===== config.mk =====
export PLATFORM = sky130hd
export DESIGN_NAME = lsu
export DESIGN_NICKNAME = d
export VERILOG_FILES = /design/src/rtl/lsu_pkg.sv /design/src/rtl/lsu_extend.sv /design/src/rtl/lsu.sv
export SDC_FILE = /design/constraint.sdc
export NUM_CORES = 1
export LEC_CHECK = 0
export ABC_AREA = 1
export BUFFER_PORTS_ARGS = -buffer_cell sky130_fd_sc_hd__buf_2
export CAP_MARGIN = 25
export CORE_AREA = 2 2 101 103
export CTS_CLUSTER_DIAMETER = 60
export DETAILED_ROUTE_END_ITERATION = 10
export DIE_AREA = 0 0 103 105
export PLACE_DENSITY = 0.67
export SLEW_MARGIN = 20
export SYNTH_ARGS = -nofsm -noshare
export SYNTH_HDL_FRONTEND = slang
export SYNTH_SLANG_ARGS = --single-unit

===== constraint.sdc =====
create_clock -name clk -period 4.4 [get_ports clk]
set_clock_uncertainty 0.05 [all_clocks]
set_input_delay 0 -clock clk [delete_from_list [all_inputs] [get_ports clk]]
set_output_delay 0 -clock clk [all_outputs]
set_load 0.1 [all_outputs]

===== src/rtl/lsu_pkg.sv =====
`default_nettype none
// ============================================================================
// Module      : lsu_pkg
// Description : Shared encodings, FSM state type and helpers for the
//               byte-serial load/store unit.
// Revision    : 1.0 - initial release
// ============================================================================
package lsu_pkg;

    localparam logic [1:0] SZ_BYTE = 2'b00;
    localparam logic [1:0] SZ_HALF = 2'b01;
    localparam logic [1:0] SZ_WORD = 2'b10;
    localparam logic [1:0] SZ_RSVD = 2'b11;

    typedef enum logic [1:0] {
        ST_IDLE   = 2'd0,
        ST_ACCESS = 2'd1,
        ST_DONE   = 2'd2
    } lsu_state_t;

    // Number of byte beats for a transfer size
    function automatic logic [2:0] size_to_n(input logic [1:0] size);
        case (size)
            SZ_HALF: return 3'd2;
            SZ_WORD: return 3'd4;
            default: return 3'd1;
        endcase
    endfunction

    // Reserved size is treated as a misalignment so it never touches memory
    function automatic logic is_misaligned(input logic [1:0] size,
                                           input logic [1:0] addr_lo);
        case (size)
            SZ_BYTE: return 1'b0;
            SZ_HALF: return addr_lo[0];
            SZ_WORD: return |addr_lo;
            default: return 1'b1;
        endcase
    endfunction

endpackage
`default_nettype wire


===== src/rtl/lsu_extend.sv =====
`default_nettype none
// ============================================================================
// Module      : lsu_extend
// Description : Combinational sign/zero extension of the load accumulator.
// Revision    : 1.0 - initial release
// ============================================================================
module lsu_extend
    import lsu_pkg::*;
#(
    parameter int DATA_W = 32
) (
    input  logic [DATA_W-1:0] acc,
    input  logic [1:0]        size,
    input  logic              sign_ext,
    output logic [DATA_W-1:0] data
);

    always_comb begin
        data = acc;
        case (size)
            SZ_BYTE: data = {{(DATA_W-8){sign_ext & acc[7]}}, acc[7:0]};
            SZ_HALF: data = {{(DATA_W-16){sign_ext & acc[15]}}, acc[15:0]};
            default: data = acc;
        endcase
    end

endmodule
`default_nettype wire


===== src/rtl/lsu.sv =====
`default_nettype none
// ============================================================================
// Module      : lsu
// Description : Byte-serial big-endian load/store unit in front of a
//               byte-wide data memory, with alignment checking and stall.
// Revision    : 1.0 - initial release
// ============================================================================
module lsu
    import lsu_pkg::*;
#(
    parameter int ADDR_W = 8,
    parameter int DATA_W = 32
) (
    input  logic              clk,
    input  logic              reset_n,
    input  logic              req_valid,
    input  logic              req_write,
    input  logic [1:0]        req_size,
    input  logic              req_signed,
    input  logic [DATA_W-1:0] req_addr,
    input  logic [DATA_W-1:0] req_wdata,
    output logic              req_ready,
    output logic              stall,
    output logic              resp_valid,
    output logic [DATA_W-1:0] resp_rdata,
    output logic              misalign,
    output logic [ADDR_W-1:0] mem_addr,
    output logic [7:0]        mem_wdata,
    output logic              mem_we,
    input  logic [7:0]        mem_rdata
);

    lsu_state_t        r_state;
    lsu_state_t        w_next_state;

    logic              r_write;
    logic [1:0]        r_size;
    logic              r_signed;
    logic [ADDR_W-1:0] r_addr;
    logic [DATA_W-1:0] r_wdata;
    logic [2:0]        r_n;
    logic [1:0]        r_cnt;
    logic [DATA_W-1:0] r_acc;
    logic              r_misalign;

    logic              w_accept;
    logic              w_req_mis;
    logic              w_last;
    logic [ADDR_W-1:0] w_mem_addr;
    logic [1:0]        w_byte_idx;
    logic [7:0]        w_store_byte;
    logic [DATA_W-1:0] w_ext;

    // Address bits above the memory range are architecturally ignored
    wire w_unused_addr = &{1'b0, req_addr[DATA_W-1:ADDR_W]};

    assign w_accept   = (r_state == ST_IDLE) && req_valid;
    assign w_req_mis  = is_misaligned(req_size, req_addr[1:0]);
    assign w_last     = ({1'b0, r_cnt} == (r_n - 3'd1));
    assign w_mem_addr = r_addr + ADDR_W'(r_cnt);

    // Big-endian: beat 0 (lowest address) carries the most significant byte
    assign w_byte_idx   = 2'(r_n - 3'd1 - {1'b0, r_cnt});
    assign w_store_byte = r_wdata[{w_byte_idx, 3'b000} +: 8];

    lsu_extend #(
        .DATA_W   (DATA_W)
    ) u_extend (
        .acc      (r_acc),
        .size     (r_size),
        .sign_ext (r_signed),
        .data     (w_ext)
    );

    always_ff @(posedge clk) begin
        if (!reset_n) begin
            r_state <= ST_IDLE;
        end else begin
            r_state <= w_next_state;
        end
    end

    always_comb begin
        w_next_state = r_state;
        req_ready    = 1'b0;
        stall        = 1'b0;
        resp_valid   = 1'b0;
        resp_rdata   = '0;
        misalign     = 1'b0;
        mem_addr     = '0;
        mem_wdata    = '0;
        mem_we       = 1'b0;
        case (r_state)
            ST_IDLE: begin
                req_ready = 1'b1;
                stall     = req_valid;
                if (req_valid) begin
                    w_next_state = w_req_mis ? ST_DONE : ST_ACCESS;
                end
            end
            ST_ACCESS: begin
                stall    = 1'b1;
                mem_addr = w_mem_addr;
                if (r_write) begin
                    // Gate with reset so an aborted store never writes on the reset edge
                    mem_we    = reset_n;
                    mem_wdata = w_store_byte;
                end
                if (w_last) begin
                    w_next_state = ST_DONE;
                end
            end
            ST_DONE: begin
                resp_valid   = 1'b1;
                misalign     = r_misalign;
                resp_rdata   = (r_misalign || r_write) ? '0 : w_ext;
                w_next_state = ST_IDLE;
            end
            default: begin
                w_next_state = ST_IDLE;
            end
        endcase
    end

    always_ff @(posedge clk) begin
        if (!reset_n) begin
            r_write    <= 1'b0;
            r_size     <= SZ_BYTE;
            r_signed   <= 1'b0;
            r_addr     <= '0;
            r_wdata    <= '0;
            r_n        <= 3'd1;
            r_cnt      <= 2'd0;
            r_acc      <= '0;
            r_misalign <= 1'b0;
        end else if (w_accept) begin
            r_write    <= req_write;
            r_size     <= req_size;
            r_signed   <= req_signed;
            r_addr     <= req_addr[ADDR_W-1:0];
            r_wdata    <= req_wdata;
            r_n        <= size_to_n(req_size);
            r_cnt      <= 2'd0;
            r_acc      <= '0;
            r_misalign <= w_req_mis;
        end else if (r_state == ST_ACCESS) begin
            r_cnt <= r_cnt + 2'd1;
            if (!r_write) begin
                r_acc <= {r_acc[DATA_W-9:0], mem_rdata};
            end
        end
    end

endmodule
`default_nettype wire

**Word-level counts from Yosys, hierarchy flattened**

Cells that the tools add are included.

- Add/sub/neg operators: 4
- Equal/unequal tests: 8
- Shift-type cells: 1
- Multiplexer cells: 18
- Bitwise operators: 4
- Reductions and logical operators: 9

Operators by type and width:

| cell | count |
|---|---|
| two-way mux 32 bit | 2 |
| case mux 32 bit (2 select lines) | 1 |
| indexed part select 32 x 6 -> 8 bit | 1 |
| two-way mux 8 bit | 3 |
| adder 8 x 2 -> 8 bit | 1 |
| == test 2 x 1 -> 1 bit (second input constant) | 3 |
| zero test 2 bit | 3 |
| two-way mux 2 bit | 3 |
| case mux 3 bit (2 select lines) | 1 |
| two-way mux 1 bit | 5 |
| == test 2 bit (second input constant) | 2 |
| inequality test 2 bit (second input constant) | 2 |
| case mux 2 bit (2 select lines) | 1 |
| AND reduction 2 bit | 2 |
| OR reduction 2 bit | 2 |
| == test 2 x 3 -> 1 bit | 1 |
| case mux 1 bit (3 select lines) | 1 |
| subtractor 3 x 1 -> 3 bit (second input constant) | 1 |
| adder 2 x 1 -> 2 bit (second input constant) | 1 |
| AND 1 bit | 2 |
| inverter 1 bit | 2 |
| case mux 1 bit (2 select lines) | 1 |
| subtractor 2 bit | 1 |
| logical AND 1 bit | 1 |
| logical OR 1 bit | 1 |

- Bits in registers: 84
- Word-level logic and storage cells: 54

**Depth between registers and ports, before layout**

Gate-level depths: netlist of the first run.

- Word-level depth: 5
- Gate-level depth with buffers: 11
- Gate-level depth less buffers: 10

**Modules after synthesis**

Synthesis of the first run repeated with hierarchy kept, for this count alone.

- Cell total of the unflattened synthesis: 660
- Area total of the unflattened synthesis: 4411.7 um2

By module, submodules not included:

| module | instances | cells an instance | area an instance (um2) | sequential area each (um2) |
|---|---|---|---|---|
| lsu | 1 | 588 | 3945.0 | 1681.6 |
| lsu_extend | 1 | 72 | 466.7 | 0.0 |

**Least setup slack after synthesis of the first run**

OpenSTA, ideal clock, no wires.

- Path type: register to register
- Start point: register r_state[1]
- End point: register r_state[1]
- Setup time: 0.071 ns
- Arrival: 3.003 ns
- Required time: 4.279 ns
- Slack: 1.276 ns
- Stages on the path, launching flop included: 6
- Path buffers: 0
- Period minus slack after synthesis: 3.124 ns
- Cell sequence: dfxtp_1 nor2_1 nand2_2 nand2_1 nand3_1 a21oi_1

- Longest elaborated chain between the ends: 3

RTL lines:

| element | RTL line | text |
|---|---|---|
| start, declared | lsu.sv:33 | `lsu_state_t r_state;` |
| start signal, assigned | lsu.sv:79 | `r_state <= w_next_state;` |
| == test 2 x 1 -> 1 bit / zero test 2 bit (equally long branches) | lsu.sv:93 | `case (r_state)` |
| inequality test 2 bit (no line) | n/a |  |
| AND reduction 2 bit (no line) | n/a |  |

Parallel ways exist; a longest one is shown, timed or not.
A chain may end at the register's enable or synchronous reset.

**Worst setup path in the final report of the first run**

- Start point: register r_cnt[0]
- End point: output port mem_wdata[3]

- Longest elaborated chain between the ends: 4

RTL lines:

| element | RTL line | text |
|---|---|---|
| start, declared | lsu.sv:42 | `logic [1:0] r_cnt;` |
| start signal, assigned | lsu.sv:147 | `r_cnt <= r_cnt + 2'd1;` |
| subtractor 2 bit | lsu.sv:63 | `assign w_byte_idx = 2'(r_n - 3'd1 - {1'b0, r_cnt});` |
| indexed part select 32 x 6 -> 8 bit | lsu.sv:64 | `assign w_store_byte = r_wdata[{w_byte_idx, 3'b000} +: 8];` |
| two-way mux 8 bit | lsu.sv:104 | `if (r_write) begin` |
| two-way mux 8 bit | lsu.sv:93 |  |
| end, declared | lsu.sv:28 | `output logic [7:0] mem_wdata,` |

Every way passes these cells.

==> results.tsv, run 1 <==
stage	metric	value	unit
run_status	status	finished, final reports clean	
placement	Final HPWL DP	6860	microns
floorplanning	die width	103	microns
setup_path	WP depth	7	
synthesis	synth top area cells	dfxtp_1, nor2_1, nand2_1, o21ai_0, inv_1	
power	P_leak	0.00241	uW
setup_path	critical path fanouts, max	17	
synthesis	multiplexer share of the synthesized area	0	%
synthesis	#FFs+latches synth	84	
power	clock power share	30.0	%
synthesis	Compound-Gate Fraction of Synth Area	20.4	%
global_routing	largest net degree at the start of global routing	57	
final_layout	final net count	798	
setup_path	Reg2Reg Depth	6	
floorplanning	Initial Util	41.5	%
setup_path	worst reg2reg path endpoint	r_wdata[10]	
placement	RePlAce Congestion	0.853	
timing	Worst slew margin	39.6	%
setup_path	Crit Path Category	reg -> out	
cts	post-CTS resize count	0	
drt	vias post-DR	4095	
cts	latest clock arrival within the worst-skew pair	0.35	ns
setup_path	RR Startpoint	r_state[1]	
power	combinational power share	24.2	%
timing	worst hold slack	0.223	ns
synthesis	post-synth cell types	25	
power	Psw	633	uW
synthesis	Synth top area share	42.0	%
timing	setup repair after global routing missed its margin	no	
synthesis	adder-cell share of the synthesized area	3.00	%
setup_path	CP endpoint kind	output port	
drt	Routed WL	10700	microns
placement	PortBufs	107	
timing	worst-margin pin slew	0.903	ns
setup_path	cells along the critical path	ha_1, inv_1, a21boi_0, nand2_1, nand2_1, nor2_1, buf_2	
synthesis	register area share after synthesis	42.0	%
run	max_cap viols	0	
setup_path	critical path launch point	r_cnt[0]	
cts	Worst-path clk slew	0.08	ns
final_layout	Ant. Diodes	0	
drt	DRT Pass-1 Iters	6	
cts	clock tree buffer depth	2	
cts	CTS Buf Count	9	
power	P per Cell Area	358	nW/um^2
drt	DR vias/cell	4.83	
global_routing	GRT Resource Usage Total	20.4	%
synthesis	Syn Nets	658	
power	internal cell power	1260	uW
cts	H-tree depth	3	
drt	DR DRC count	0	
power	Sw Ratio	33.4	%
power	VDD IR max	0.174	mV
synthesis	Avg Inst Size Synth	7.02	sq um
setup_path	Critical Path RT	4.35	ns
floorplanning	core area	9640	sq um
global_routing	met3 Resource Use GR	5.02	%
timing	Final Setup Violations	0	
final_layout	most frequent cells in the layout	nor2_1, buf_2, nand2_1	
timing	Max Slew Vio Count	0	
drt	routed len/inst	12.6	microns
synthesis	Synth Cell Area	4000	sq um
floorplanning	I/O pins	132	
timing	Hold Vio Cnt, Final	0	
floorplanning	total die area	10800	sq um
setup_path	most frequent cell on the critical path	nand2_1	
synthesis	Cells after Synth	570	
final_layout	fill count	960	
timing	Fmax	0.363	GHz
cts	CTS Root Cell	clkbuf_8	
synthesis	combinational family with the most area after synthesis	simple AND/OR/NAND/NOR gates	
setup_path	CP Launch Type	flip-flop	
synthesis	Post-Synth Simple-Gate Area	25.4	%
setup_path	Largest delay share family, worst path	buffers and inverters	
synthesis	area leader, netlist	dfxtp_1	
synthesis	Ys Warns	0	
drt	Post-DRT Antenna Nets	0	
final_layout	commonest non-fill, non-tap cell in the layout	nor2_1	
drt	drt first-iter violations	129	
setup_path	worst path arrival time	2.71	ns
final_layout	synthesis-to-layout area growth	32.5	%
floorplanning	Die H	105	microns
global_routing	vias in the first global route	3979	
global_routing	first-pass GRT wire length	17800	microns
setup_path	FF-to-FF setup slack	1.91	ns
global_routing	grt met2 use	34.8	%
global_routing	initial antenna violation count	0	
global_routing	global route hottest layer	met2	
hold_path	Min-Delay Path Class	in -> reg	
timing	min cycle time layout	2.76	ns
final_layout	layout cells sized above 1	19.6	%
synthesis	xor/xnor cell area share of the yosys netlist	0	%
cts	clk sinks	84	
global_routing	remaining global-route overflow	0	
power	part of the power in registers	45.8	%
setup_path	worst path buffer plus inverter count	2	
cts	CTS tree	done	
setup_path	worst setup path endpoint	mem_wdata[3]	
timing	post-route setup TNS	0	ns
setup_path	CP max stage cell	inv_1	
setup_path	max incr delay on CP	0.50	ns
global_routing	met1 Usage GRT	24.8	%
floorplanning	Cell Rows	36	
timing	Tcrit/Tclk final	62.7	%
cells by family (layout without fill, tap and decap cells):
kind of cell    Yosys count  count (layout)
compound gates          136             136
fa+ha+maj                 9               9
buf+inv                  88             233
flops                    84              84
simple gates            253             253
timing repair:
item,CTS,global route
endpoints found under the hold margin,53,0
setup endpoints to repair,0,0
buffers inserted,0,0
hold buffers,53,0
through the flow:
step                      cell area [sq um]  setup slack [ns]  total power (uW)  instances  util, %
after floorplan                        4000              1.28              1220        570        -
after global placement                 4550              1.72              1300        778     47.2
after detailed placement               4570              1.90              1310        779     47.4
after CTS                              5300              1.61              1910        848     55.0
after global routing                   5300              1.34              2010        848     55.0
final                                  5300              1.64              1900        848     55.0
worst min path at each step:
stage | start | to | depth (start not counted)
after global routing | reset_n | r_n[0] | 2
final | reset_n | r_n[0] | 2
after detailed placement | req_wdata[5] | r_wdata[5] | 3
after global placement | req_wdata[30] | r_wdata[30] | 3
after CTS | reset_n | r_n[0] | 2
after floorplan | req_size[0] | r_size[0] | 2
metal layers:
metal / wire [microns] / share of wire, %
met1: 4860 / 45
met2: 5030 / 47
met3: 548 / 5.1
met4: 265 / 2.5
met5: 0 / 0
cell usage after synthesis, drive strengths merged:
| library cell | number |
|---|---|
| nor2 | 148 |
| nand2 | 86 |
| dfxtp | 84 |
| o21ai | 54 |
| inv | 53 |
| a21oi | 48 |
| a211oi | 24 |
| buf | 17 |
| clkbuf | 17 |
| nand3 | 15 |
| a21boi | 8 |
| ha | 8 |
| nor3 | 3 |
| o211ai | 2 |
| clkinv | 1 |
| fa | 1 |
| or2 | 1 |
state kept, by name (all words and copies together) (netlist names):
register	flops
r_misalign	1
r_size	2
r_write	1
r_n	3
r_addr	8
r_signed	1
r_wdata	32
r_acc	32
r_state	2
r_cnt	2
area by class of cell:
type	instances	area, sq um	share of cell area [%]
multi-input cells	398	1950	36.8
flip-flops and latches	84	1680	31.7
repair buffers	163	1100	20.7
inverters	54	203	3.82
well taps	133	166	3.14
clock buffers	13	159	3.00
clock inverters	3	45.0	0.850
worst reg2reg max path: stages, from the launching register on:
cell and delay [ns]:
dfxtp_1 0.43, nor2_1 0.10, nand2_2 0.67, clkinv_1 0.54, buf_4 0.39, nor2_1 0.15, nor2_1 0.05
power groups by stage:
stage / registers, uW / logic, uW / clock network [uW]
global route: 877 / 516 / 612
floorplan: 869 / 347 / 0
detailed placement: 886 / 424 / 0
global placement: 883 / 413 / 0
CTS: 868 / 460 / 582
finish: 868 / 459 / 568
No activity file was read; power rests on OpenSTA's default activity.
==> inputs of run 2 (changes only) <==
Settings changed: ABC_AREA 1 to 0, PLACE_DENSITY 0.67 to 0.7.
Clock period 4.4 ns to 2.4 ns, I/O delays scaled along.
==> run 2 against run 1 <==
Compared with the run above: combinational power rose by 54%; clock power grew 80%; final cell count down 6.7%; critical path type unchanged; non-clock buffer count is 11 higher; core utilization up 2.8 points; sequential power increased by 75%; first-iteration DRC count rose by 15%; highest routed layer unchanged; critical path depth shrank 3; largest cell class unchanged; hold slack worse by 0.17 ns; routed wire length about the same; critical endpoint is now resp_rdata[18]; via count down 4.1%; sequential share of layout area decreased by 1.6 points.
==> results.tsv, run 2 <==
stage	metric	value	unit
run_status	status	finished, final reports clean	
floorplanning	I/O pins	132	
hold_path	Min-Delay Path Class	in -> reg	
synthesis	post-synth cell types	36	
placement	RePlAce Congestion	0.816	
cts	CTS Root Cell	clkbuf_8	
timing	Tcrit/Tclk final	97.5	%
placement	PortBufs	107	
power	P per Cell Area	582	nW/um^2
timing	Worst slew margin	55.8	%
power	P_leak	0.00225	uW
setup_path	critical path fanouts, max	24	
global_routing	first-pass GRT wire length	17500	microns
synthesis	#FFs+latches synth	84	
placement	Final HPWL DP	6930	microns
synthesis	xor/xnor cell area share of the yosys netlist	1.91	%
final_layout	Ant. Diodes	0	
synthesis	adder-cell share of the synthesized area	3.00	%
global_routing	GRT Resource Usage Total	20.0	%
cts	clock tree buffer depth	2	
power	VDD IR max	0.413	mV
synthesis	top-count cell post-synth	nand2_1	
cts	latest clock arrival within the worst-skew pair	0.36	ns
timing	worst-margin pin slew	0.662	ns
final_layout	layout cells sized above 1	25.1	%
final_layout	most frequent cells in the layout	nand2_1, buf_2, dfxtp_1	
synthesis	Compound-Gate Fraction of Synth Area	17.3	%
synthesis	Avg Inst Size Synth	7.94	sq um
global_routing	vias in the first global route	3818	
floorplanning	die width	103	microns
synthesis	Post-synth EDFFs	0	
synthesis	ys async rst share	0	%
final_layout	Largest regs	r_acc x32, r_wdata x32, r_addr x8	
synthesis	Synth Cell Area	4000	sq um
setup_path	worst path arrival time	2.29	ns
drt	DRT Pass-1 Iters	4	
synthesis	Cells after Synth	504	
setup_path	CP endpoint kind	output port	
setup_path	Crit Path Category	reg -> out	
setup_path	Critical Path RT	2.35	ns
timing	setup repair after global routing missed its margin	no	
synthesis	Syn Nets	592	
drt	DR vias/cell	4.97	
final_layout	final net count	742	
synthesis	combinational family with the most area after synthesis	simple AND/OR/NAND/NOR gates	
cts	Worst-path clk slew	0.08	ns
global_routing	largest net degree at the start of global routing	35	
timing	post-route setup TNS	0	ns
floorplanning	Cell Rows	36	
floorplanning	Die H	105	microns
synthesis	area leader, netlist	dfxtp_1	
drt	vias post-DR	3929	
setup_path	CP Launch Type	flip-flop	
synthesis	Synth top area share	42.0	%
final_layout	fin cells	791	
synthesis	Ys Warns	0	
timing	Final Setup Violations	0	
timing	min cycle time layout	2.34	ns
synthesis	prevailing post-synth register cell	dfxtp_1	
floorplanning	total die area	10800	sq um
final_layout	synthesis-to-layout area growth	39.2	%
final_layout	commonest non-fill, non-tap cell in the layout	nand2_1	
cts	H-tree depth	3	
run	max_cap viols	0	
synthesis	register area share after synthesis	42.0	%
global_routing	initial antenna violation count	0	
placement	dpl cells	722	
cts	CTS tree	done	
cts	clk sinks	84	
synthesis	most frequent cells after synthesis	nand2_1, dfxtp_1, a21oi_1, a21boi_0	
synthesis	multiplexer share of the synthesized area	4.78	%
drt	Post-DRT Antenna Nets	0	
drt	drt first-iter violations	148	
timing	Fmax	0.427	GHz
drt	Routed WL	10700	microns
synthesis	synth top area cells	dfxtp_1, nand2_1, a21boi_0, a21oi_1, mux4_2	
timing	Hold Vio Cnt, Final	0	
cts	CTS Buf Count	9	
floorplanning	core area	9640	sq um
synthesis	Post-Synth Simple-Gate Area	26.9	%
global_routing	remaining global-route overflow	0	
drt	DR DRC count	0	
floorplanning	Initial Util	41.5	%
timing	Max Slew Vio Count	0	
drt	routed len/inst	13.5	microns
## run 2: cell types whose count changed after synthesis, sizes merged, moves of 14 or more
cell,change
o21ai,-43
nand2,+75
a211oi,-24
nor3,+14
a21boi,+39
nor2,-138
nor2b,+25
inv,-46
## run 2: final timing paths
kind / end / depth (start not counted) / start / slack (ns)
setup / recovery: resp_rdata[18] / 4 / r_state[0] / 0.06
hold / removal: r_n[0] / 2 / reset_n / 0.05
setup reg to reg: r_cnt[1] / 5 / r_state[1] / 0.49
hold reg to reg: r_acc[30] / 2 / r_acc[30] / 0.41
## run 2: area by class of cell
class | count | area (sq um)
fillers | 900 | 4070
multi-input cells | 378 | 2250
flip-flops and latches | 84 | 1680
repair buffers | 174 | 1260
well taps | 133 | 166
clock buffers | 11 | 141
clock inverters | 4 | 48.8
inverters | 7 | 26.3
## run 2: per-layer routing
metal | wire [microns] | up-vias | track usage (%) | share of wire (%)
met3 | 573 | 10 | 4.08 | 5.4
met2 | 5540 | 100 | 34.6 | 52
met4 | 114 | 0 | 6.02 | 1.1
met5 | 0 | - | 0 | 0
li1 | - | 1966 | - | -
met1 | 4480 | 1853 | 24.8 | 42
## run 2: logic make-up (layout without fill, tap and decap cells)
| family | after synthesis | count (layout) |
|---|---|---|
| compound gates | 111 | 111 |
| xor+xnor | 7 | 7 |
| fa+ha+maj | 9 | 9 |
| buf+inv | 42 | 196 |
| flops | 84 | 84 |
| mux | 9 | 9 |
| simple gates | 242 | 242 |
## run 2: timing repair
action / 4_1_cts / 5_1_grt
setup endpoints to repair: 7 / 19
setup buffers: 1 / 0
hold buffers: 53 / 0
hold endpoints to repair: 54 / 0
pin swaps: 1 / 0
resized for setup: 9 / 12
## run 2: where the power goes
group / switching [uW] / leakage [uW] / total [uW] / internal, uW
clock network: 515 / 0.0000996 / 1020 / 505
logic: 412 / 0.00147 / 707 / 295
registers: 54.1 / 0.000685 / 1520 / 1460
total: 981 / 0.00225 / 3240 / 2260
## run 2: stage by stage
step / hold WS (ns) / setup WS [ns] / utilization, % / instance area [sq um] / total power [uW]
floorplan: 0.0848 / -0.828 / - / 4080 / 2000
global route: 0.0748 / 0.000853 / 57.8 / 5570 / 3390
CTS: 0.0337 / 0.00186 / 57.3 / 5530 / 3250
finish: 0.0508 / 0.0605 / 57.8 / 5570 / 3240
global placement: 0.193 / 0.169 / 49.4 / 4760 / 2150
detailed placement: 0.198 / 0.107 / 49.4 / 4760 / 2170
## run 2: worst max-delay path, stage by stage (launching register included)
cell      delay [ns]
dfxtp_1         0.31
nand2b_1        0.16
or3_2           0.65
nor3_1          0.32
buf_2           0.48
==> inputs of run 3 (changes only) <==
Settings changed: RECOVER_POWER from default to 100.
==> run 3 against run 2 <==
Compared with the run above: design area fell by 0.61%; final cell count did not move; hold slack got worse by 0.00082 ns; sequential share of layout area rose by 0.18 points; combinational power fell by 0.8%; sequential cell count did not move; first-iteration DRC count fell by 17%; core utilization fell by 0.35 points; non-clock buffer count did not move; register-to-register slack got worse by 0.21 ns; total power fell by 0.38%; routed wire length rose by 0.18%; critical endpoint unchanged; largest cell class unchanged.
==> results.tsv, run 3 (synthesis results as in run 2) <==
stage	metric	value	unit
global_routing	met3 Resource Use GR	4.08	%
drt	vias post-DR	3936	
setup_path	CP Launch Type	flip-flop	
timing	Tcrit/Tclk final	98.0	%
floorplanning	I/O pins	132	
drt	DR vias/cell	4.98	
timing	Final Setup Violations	0	
floorplanning	Die H	105	microns
global_routing	first-pass GRT wire length	17500	microns
global_routing	initial antenna violation count	0	
global_routing	met1 Usage GRT	24.8	%
placement	RePlAce Congestion	0.816	
power	VDD IR max	0.411	mV
floorplanning	core area	9640	sq um
power	P per Cell Area	584	nW/um^2
final_layout	layout cells sized above 1	23.6	%
floorplanning	die width	103	microns
global_routing	vias in the first global route	3818	
timing	post-route setup TNS	0	ns
drt	DRT Pass-1 Iters	4	
power	Power, Total	3230	uW
drt	DR DRC count	0	
timing	Hold Vio Cnt, Final	0	
run	max_cap viols	0	
drt	drt first-iter violations	123	
floorplanning	total die area	10800	sq um
timing	Fmax	0.425	GHz
power	P_leak	0.00220	uW
drt	Post-DRT Antenna Nets	0	
final_layout	final net count	742	
hold_path	Min-Delay Path Class	in -> reg	
global_routing	largest net degree at the start of global routing	35	
timing	Worst slew margin	23.0	%
cts	Worst-path clk slew	0.08	ns
timing	min cycle time layout	2.35	ns
global_routing	grt met2 use	34.6	%
cts	CTS Buf Count	9	
cts	CTS Root Cell	clkbuf_8	
drt	Routed WL	10700	microns
cts	CTS tree	done	
timing	worst-margin pin slew	1.16	ns
drt	routed len/inst	13.6	microns
setup_path	critical path fanouts, max	24	
cts	latest clock arrival within the worst-skew pair	0.35	ns
final_layout	commonest non-fill, non-tap cell in the layout	nand2_1	
cts	clock tree buffer depth	2	
final_layout	synthesis-to-layout area growth	38.4	%
final_layout	most frequent cells in the layout	nand2_1, dfxtp_1, buf_2	
global_routing	GRT Resource Usage Total	20.0	%
cts	H-tree depth	3	
final_layout	Largest regs	r_acc x32, r_wdata x32, r_addr x8	
timing	setup ws final	0.0478	ns
floorplanning	Cell Rows	36	
floorplanning	Initial Util	41.5	%
global_routing	global route hottest layer	met2	
timing	Max Slew Vio Count	0	
global_routing	remaining global-route overflow	0	
final_layout	Ant. Diodes	0	
cts	clk sinks	84	
placement	Final HPWL DP	6930	microns
timing	setup repair after global routing missed its margin	no	
setup_path	CP endpoint kind	output port	
setup_path	Crit Path Category	reg -> out	
setup_path	worst path arrival time	2.30	ns
placement	pre-CTS WS	0.107	ns
run_status	status	finished, final reports clean	
setup_path	Critical Path RT	2.35	ns
placement	PortBufs	107	
run 3: path summary, 6_finish.rpt:
path	endpoint	start	slack (ns)	cells after the start
setup / recovery	resp_rdata[18]	r_state[0]	0.05	4
hold / removal	r_n[0]	reset_n	0.05	2
setup reg to reg	r_wdata[0]	r_state[1]	0.28	5
hold reg to reg	r_acc[30]	r_acc[30]	0.41	2
run 3: power by group:
| group | internal, uW | switching [uW] | leakage [uW] | total (uW) |
|---|---|---|---|---|
| clock network | 505 | 509 | 0.0000996 | 1010 |
| registers | 1460 | 53.9 | 0.000685 | 1520 |
| logic | 289 | 413 | 0.00142 | 701 |
| total | 2260 | 975 | 0.00220 | 3230 |
run 3: critical path, cell delays in order (launching register included):
cell and delay [ns]:
dfxtp_1 0.31, nand2b_1 0.16, or3_2 0.65, nor3_1 0.33, buf_2 0.48
run 3: stage by stage:
| step | utilization (%) | area (sq um) | hold WS, ns | std cells |
|---|---|---|---|---|
| floorplan | - | 4080 | 0.0848 | 504 |
| global placement | 49.4 | 4760 | 0.193 | 722 |
| detailed placement | 49.4 | 4760 | 0.198 | 722 |
| CTS | 57.3 | 5530 | 0.0337 | 791 |
| global route | 57.5 | 5540 | 0.0748 | 791 |
| finish | 57.5 | 5540 | 0.0500 | 791 |
run 3: cell type report:
cell class              count  area (sq um)
clock buffers              11           141
clock inverters             4          48.8
fillers                   907          4100
inverters                   7          26.3
multi-input cells         378          2240
flip-flops and latches     84          1680
well taps                 133           166
repair buffers            174          1230
run 3: layer usage:
| metal | vias up | wire (microns) |
|---|---|---|
| met5 | - | 0 |
| met4 | 0 | 119 |
| met3 | 12 | 611 |
| met2 | 117 | 5490 |
| met1 | 1838 | 4500 |
| li1 | 1969 | - |
run 3: timing repair:
item                       in CTS  in global routing
buffers inserted                1                  0
hold endpoints to repair       54                  0
resized for setup               9                 12
setup endpoints to repair       7                 19
hold buffers                   53                  0
pin swaps                       1                  0
